## src/rtl/ex_divider_if.sv

```systemverilog
// ex_divider_if: start/operand and result bundle for the EX-stage divider.
// The pipeline side drives operands; the divider returns busy/done/divres.
interface ex_divider_if;
  logic        start;
  logic        signed_op;
  logic [31:0] dividend;
  logic [31:0] divisor;
  logic        cancel;
  logic        hold;
  logic        busy;
  logic        done;
  logic [63:0] divres;

  modport master (
    output start,
    output signed_op,
    output dividend,
    output divisor,
    output cancel,
    output hold,
    input  busy,
    input  done,
    input  divres
  );

  modport slave (
    input  start,
    input  signed_op,
    input  dividend,
    input  divisor,
    input  cancel,
    input  hold,
    output busy,
    output done,
    output divres
  );
endinterface

```

## src/rtl/ex_divider.sv

```systemverilog
// ex_divider: radix-2 restoring DIV/DIVU for the EX stage.
// Result packs {remainder, quotient}; one quotient bit per cycle.
module ex_divider (
  input  logic         clk,
  input  logic         rst,
  ex_divider_if.slave  dif
);

  typedef enum logic [1:0] {
    IDLE = 2'd0,
    CALC = 2'd1,
    DONE = 2'd2
  } state_t;

  state_t      state_q;
  logic [5:0]  cnt_q;
  logic [31:0] dvd_q;
  logic [31:0] dvs_q;
  logic [32:0] rem_q;
  logic        negq_q;
  logic        negr_q;
  logic [63:0] divres_q;

  logic        a_neg;
  logic        b_neg;
  logic [31:0] a_mag;
  logic [31:0] b_mag;
  logic        accept;
  logic [33:0] shift_d;
  logic [33:0] trial_d;
  logic        qbit_d;
  logic [32:0] rem_d;
  logic [31:0] quo_d;
  logic [31:0] quo_fix;
  logic [31:0] rem_fix;

  assign a_neg = dif.signed_op & dif.dividend[31];
  assign b_neg = dif.signed_op & dif.divisor[31];
  assign a_mag = a_neg ? (~dif.dividend + 32'd1) : dif.dividend;
  assign b_mag = b_neg ? (~dif.divisor + 32'd1) : dif.divisor;

  assign accept = (state_q == IDLE) & dif.start & ~dif.cancel;

  // Partial remainder stays below the divisor, so the 34-bit
  // difference's top bit is a clean borrow flag.
  assign shift_d = {rem_q, dvd_q[31]};
  assign trial_d = shift_d - {2'b00, dvs_q};
  assign qbit_d  = ~trial_d[33];
  assign rem_d   = qbit_d ? trial_d[32:0] : shift_d[32:0];
  assign quo_d   = {dvd_q[30:0], qbit_d};

  assign quo_fix = negq_q ? (~quo_d + 32'd1) : quo_d;
  assign rem_fix = negr_q ? (~rem_d[31:0] + 32'd1) : rem_d[31:0];

  always_ff @(posedge clk) begin
    if (rst) begin
      state_q  <= IDLE;
      cnt_q    <= 6'd0;
      dvd_q    <= 32'd0;
      dvs_q    <= 32'd0;
      rem_q    <= 33'd0;
      negq_q   <= 1'b0;
      negr_q   <= 1'b0;
      divres_q <= 64'd0;
    end else if (dif.cancel) begin
      state_q <= IDLE;
    end else begin
      case (state_q)
        IDLE: begin
          if (dif.start) begin
            dvd_q  <= a_mag;
            dvs_q  <= b_mag;
            rem_q  <= 33'd0;
            cnt_q  <= 6'd0;
            negq_q <= a_neg ^ b_neg;
            negr_q <= a_neg;
            if (dif.divisor == 32'd0) begin
              divres_q <= {dif.dividend, 32'hFFFF_FFFF};
              state_q  <= DONE;
            end else begin
              state_q <= CALC;
            end
          end
        end
        CALC: begin
          rem_q <= rem_d;
          dvd_q <= quo_d;
          cnt_q <= cnt_q + 6'd1;
          if (cnt_q == 6'd31) begin
            divres_q <= {rem_fix, quo_fix};
            state_q  <= DONE;
          end
        end
        DONE: begin
          if (!dif.hold) begin
            state_q <= IDLE;
          end
        end
        default: state_q <= IDLE;
      endcase
    end
  end

  assign dif.busy   = ~rst & ((state_q == CALC) | accept);
  assign dif.done   = (state_q == DONE);
  assign dif.divres = divres_q;

endmodule

```

## src/flat_wrapper.sv

```systemverilog
// flat-port wrapper written by rule: the top's interface ports become plain ports
module ex_divider_flat 
  (clk, rst, dif_start, dif_signed_op, dif_dividend, dif_divisor, dif_cancel, dif_hold, dif_busy, dif_done, dif_divres);
  ex_divider_if dif_i ();
  input  logic clk;
  input  logic rst;
  input wire logic [$bits(dif_i.start)-1:0] dif_start;
  input wire logic [$bits(dif_i.signed_op)-1:0] dif_signed_op;
  input wire logic [$bits(dif_i.dividend)-1:0] dif_dividend;
  input wire logic [$bits(dif_i.divisor)-1:0] dif_divisor;
  input wire logic [$bits(dif_i.cancel)-1:0] dif_cancel;
  input wire logic [$bits(dif_i.hold)-1:0] dif_hold;
  output wire logic [$bits(dif_i.busy)-1:0] dif_busy;
  output wire logic [$bits(dif_i.done)-1:0] dif_done;
  output wire logic [$bits(dif_i.divres)-1:0] dif_divres;
  assign dif_i.start = dif_start;
  assign dif_i.signed_op = dif_signed_op;
  assign dif_i.dividend = dif_dividend;
  assign dif_i.divisor = dif_divisor;
  assign dif_i.cancel = dif_cancel;
  assign dif_i.hold = dif_hold;
  assign dif_busy = dif_i.busy;
  assign dif_done = dif_i.done;
  assign dif_divres = dif_i.divres;
  ex_divider u_core (.clk(clk), .rst(rst), .dif(dif_i));
endmodule
```

## config.mk

```make
export PLATFORM = sky130hd
export DESIGN_NAME = ex_divider_flat
export DESIGN_NICKNAME = d
export VERILOG_FILES = /design/src/rtl/ex_divider_if.sv /design/src/rtl/ex_divider.sv /design/src/flat_wrapper.sv
export SDC_FILE = /design/constraint.sdc
export NUM_CORES = 1
export LEC_CHECK = 0
export CAP_MARGIN = 20
export CORE_MARGIN = 5
export CORE_UTILIZATION = 65
export CTS_CLUSTER_SIZE = 12
export DETAILED_ROUTE_END_ITERATION = 8
export DONT_BUFFER_PORTS = 1
export PLACE_DENSITY = 0.81
export SKIP_CTS_REPAIR_TIMING = 1
export SYNTH_ARGS = -nofsm -noshare
export SYNTH_HDL_FRONTEND = slang
export SYNTH_SLANG_ARGS = --single-unit
```

## constraint.sdc

```tcl
create_clock -name clk -period 6.3 [get_ports clk]
set_input_delay 0.945 -clock clk [delete_from_list [all_inputs] [get_ports clk]]
set_output_delay 0.945 -clock clk [all_outputs]
set_load 0.1 [all_outputs]
```

==> impl_metrics.toml <==
[timing]
worst_pin_slew_ns = 1.175
fmax_mhz = 195.8
period_minus_slack_ns = 5.108
drv_slew = 0
tns_ns = 0
fin_skew_ns = 0.01245
finalCritPeriodShare = 0.8108
setup_viol = 0
rsz0062_at_grt = "false"
slew_headroom = 0.2153
hold_viol = 0

[clocking]
cts_tree = "done"
clock-sinks = 171
cts_buffers = 17
cts.path.max_buffers = 2
clk_latency_ns = 0.45
root_buffer = "clkbuf_16"
htree_levels = 4
clk_pin_slew_ns = 0.07

[floorplanning]
fp.dieH_microns = 147.4
start_util = 0.6578
dieArea_sq_um = 21710
placementRows = 50
core_sq_um = 18640
pin_count = 136
die_x_microns = 147.4

[cells_and_area]
postLayoutCoreUtil = 0.6863
antenna-diode-count = 0
finalNetCount = 1676
nFillCells = 1550
final_cell_area_sq_um = 12790
drive_gt1_frac = 0.05949
area_delta_synth_final_pct = 4.337

[worst_setup_path]
end_kind = "register"
required_ns = 6.62
cp-start-kind = "register"
cp_cell_sequence = "ha_1, nand4_1, or2_1, a211oi_2, o31ai_4, mux2i_4, nor2_8, inv_4, a21oi_1, ha_1, o2111ai_1, o31ai_1, xor2_1, a2111oi_0"
rr_startpoint = "u_core.rem_q[8]"
critPathBufInv = 1
slowest_stage = "nor2_8"
cp.arrival_ns = 5.43
critPathKind = "register to register"
cp_common_cell = "ha_1"
worst_path_largest_cell_delay_ns = 0.65
reg2reg_slack_ns = 1.19
path_delay_family = "compound AO/OA/AOI/OAI gates"
r2r_end = "u_core.dif.divres[62]"
ff2ff_path_depth = 14
crit_fanout = 41

[global_route]
grt_usage = 0.3282
overflow = 0
grt_pass1_vias = 11280
grt_pass1_wl_microns = 58450
grt_max_degree = 173
antenna_found_initial = 1

[synthesis]
yosys-top-cells-count = "nor2_1, dfxtp_1, nand2_1, a21oi_1, clkbuf_1"
yosysWarnings = 0
syn_avg_cell_area_sq_um = 7.432
synthTopCellsByArea = "dfxtp_1, nor2_1, a21oi_1, a211oi_1, xnor2_1"
yosysTopAreaCell = "dfxtp_1"
synth_top_area_frac = 0.2792
ys.flop_type = "dfxtp_1"
synthCells = 1650
synth-edff-count = 0
synth_cell_type_count = 88
seq_area_frac_synth = 0.2792
synthesis.nets = 1758
synth.most_common_cell = "nor2_1"
synth-seq-cells = 171
syn_area_sq_um = 12260
async_flop_share = 0

[routing]
drtPass1Iterations = 6
drt_iter0_markers = 1249
ant_nets = 0
post-route-drc-count = 0
routedWlPerCell_microns = 20.17
vias_per_cell = 6.719
drt_wl_total_microns = 36590
vias = 12190

[power]
total_power_mw = 2.934
p_leak_nw = 4.721
pwr-share-comb = 0.211
power.density_nw_per_um2 = 229.3
switching_share = 0.3620
p_clk_frac = 0.357
vdd_drop_max_v = 0.0001880
p_switching_mw = 1.062
internal_power_mw = 1.872
seqPwrFrac = 0.432

[job]
cap_violations = 0

[worst_hold_path]
min_path_type = "register to register"
holdPathEnd = "u_core.dvs_q[18]"
hold_start = "u_core.dvs_q[18]"
min_path_cells = 2

[run_status]
status = "finished, final reports clean"

[place]
placed_cell_area_sq_um = 12220
dp.final_hpwl_microns = 26740
io_buffer_count = 0
gp_congestion = 0.9872
-- worst min-delay path: cells and delay by family, from the launching register on --
family / cells / cell delay, ns
AO/OA/AOI/OAI: 1 / 0.05
flip-flops: 1 / 0.32
AND/OR/NAND/NOR: 1 / 0.05
-- cell usage in the layout, fill, tap and decap left out, drive strengths merged, types with 7 or more instances in the layout --
master | synthesis | layout
a211oi | 85 | 85
a21o | 13 | 13
a21oi | 131 | 131
a22oi | 25 | 25
a311oi | 33 | 33
a31oi | 19 | 19
buf | 23 | 14
clkbuf | 92 | 17
dfxtp | 171 | 171
ha | 37 | 37
inv | 66 | 76
mux2 | 9 | 9
mux2i | 20 | 20
nand2 | 144 | 144
nand2b | 9 | 9
nand3 | 21 | 21
nand3b | 7 | 7
nand4 | 17 | 17
nor2 | 272 | 272
nor2b | 11 | 11
nor3 | 42 | 42
nor4 | 18 | 18
o21a | 9 | 9
o21ai | 80 | 80
o22ai | 9 | 9
o31ai | 26 | 26
o41ai | 8 | 8
or3 | 23 | 23
xnor2 | 69 | 69
xor2 | 56 | 56
-- worst max-delay path by stage --
stage | startpoint | to | depth (start not counted)
after floorplan | u_core.dvs_q[6] | u_core.dif.divres[54] | 23
after global placement | u_core.rem_q[8] | u_core.dif.divres[54] | 17
final | u_core.rem_q[8] | u_core.dif.divres[62] | 14
after CTS | u_core.rem_q[8] | u_core.dif.divres[54] | 17
after global routing | u_core.dvs_q[20] | u_core.dif.divres[62] | 15
after detailed placement | u_core.rem_q[8] | u_core.dif.divres[62] | 14
-- registers in the layout, indices dropped and copies added (netlist names) --
| register | flops |
|---|---|
| u_core.cnt_q | 6 |
| u_core.dif.divres | 64 |
| u_core.dvd_q | 32 |
| u_core.dvs_q | 32 |
| u_core.negq_q | 1 |
| u_core.negr_q | 1 |
| u_core.rem_q | 33 |
| u_core.state_q | 2 |
-- final cells by class --
class / count / area (sq um) / area share
clock inverters: 14 / 145.1 / 0.01134
well taps: 234 / 292.8 / 0.02288
flip-flops and latches: 171 / 3423 / 0.2676
multi-input cells: 1298 / 8153 / 0.6372
clock buffers: 17 / 425.4 / 0.03325
repair buffers: 14 / 105.1 / 0.008214
inverters: 66 / 250.2 / 0.01956
-- layer usage --
metal | vias up | global-route usage | share of wire | wire length [microns]
li1 | 5789 | - | - | -
met1 | 5676 | 0.4265 | 0.41 | 15100
met2 | 617 | 0.5263 | 0.45 | 16490
met3 | 106 | 0.09469 | 0.11 | 3850
met4 | 0 | 0.1095 | 0.031 | 1147
met5 | - | 0 | 0 | 0
-- power groups by stage --
stage | clock, mW | sequential (mW) | combinational (mW)
after global routing | 1.10 | 1.27 | 0.676
after floorplan | 0 | 1.28 | 0.490
after detailed placement | 0 | 1.29 | 0.601
after global placement | 0 | 1.29 | 0.593
after CTS | 1.05 | 1.27 | 0.605
final | 1.05 | 1.27 | 0.620
-- kinds of logic (layout without fill, tap and decap cells) --
kind of cell               after synthesis  after routing  share of synthesized area
AOI/OAI and AO/OA                      503            503                     0.2834
xor gates and xnor gates               125            125                    0.08928
adders and majority gates               38             38                    0.03938
buffers and inverters                  181            111                    0.05836
DFF                                    171            171                     0.2792
muxes                                   29             29                    0.02561
and+or+nand+nor                        603            603                     0.2248
-- per-stage QoR --
stage                     worst slack, ns  std cells  hold slack [ns]
after detailed placement            1.300       1783           0.4507
final                               1.192       1814           0.4713
after global placement              1.532       1783           0.4360
after CTS                           1.287       1814           0.4612
after global routing               0.6783       1814           0.4938
after floorplan                     1.763       1650           0.4319
No activity file was read; power rests on OpenSTA's default activity.
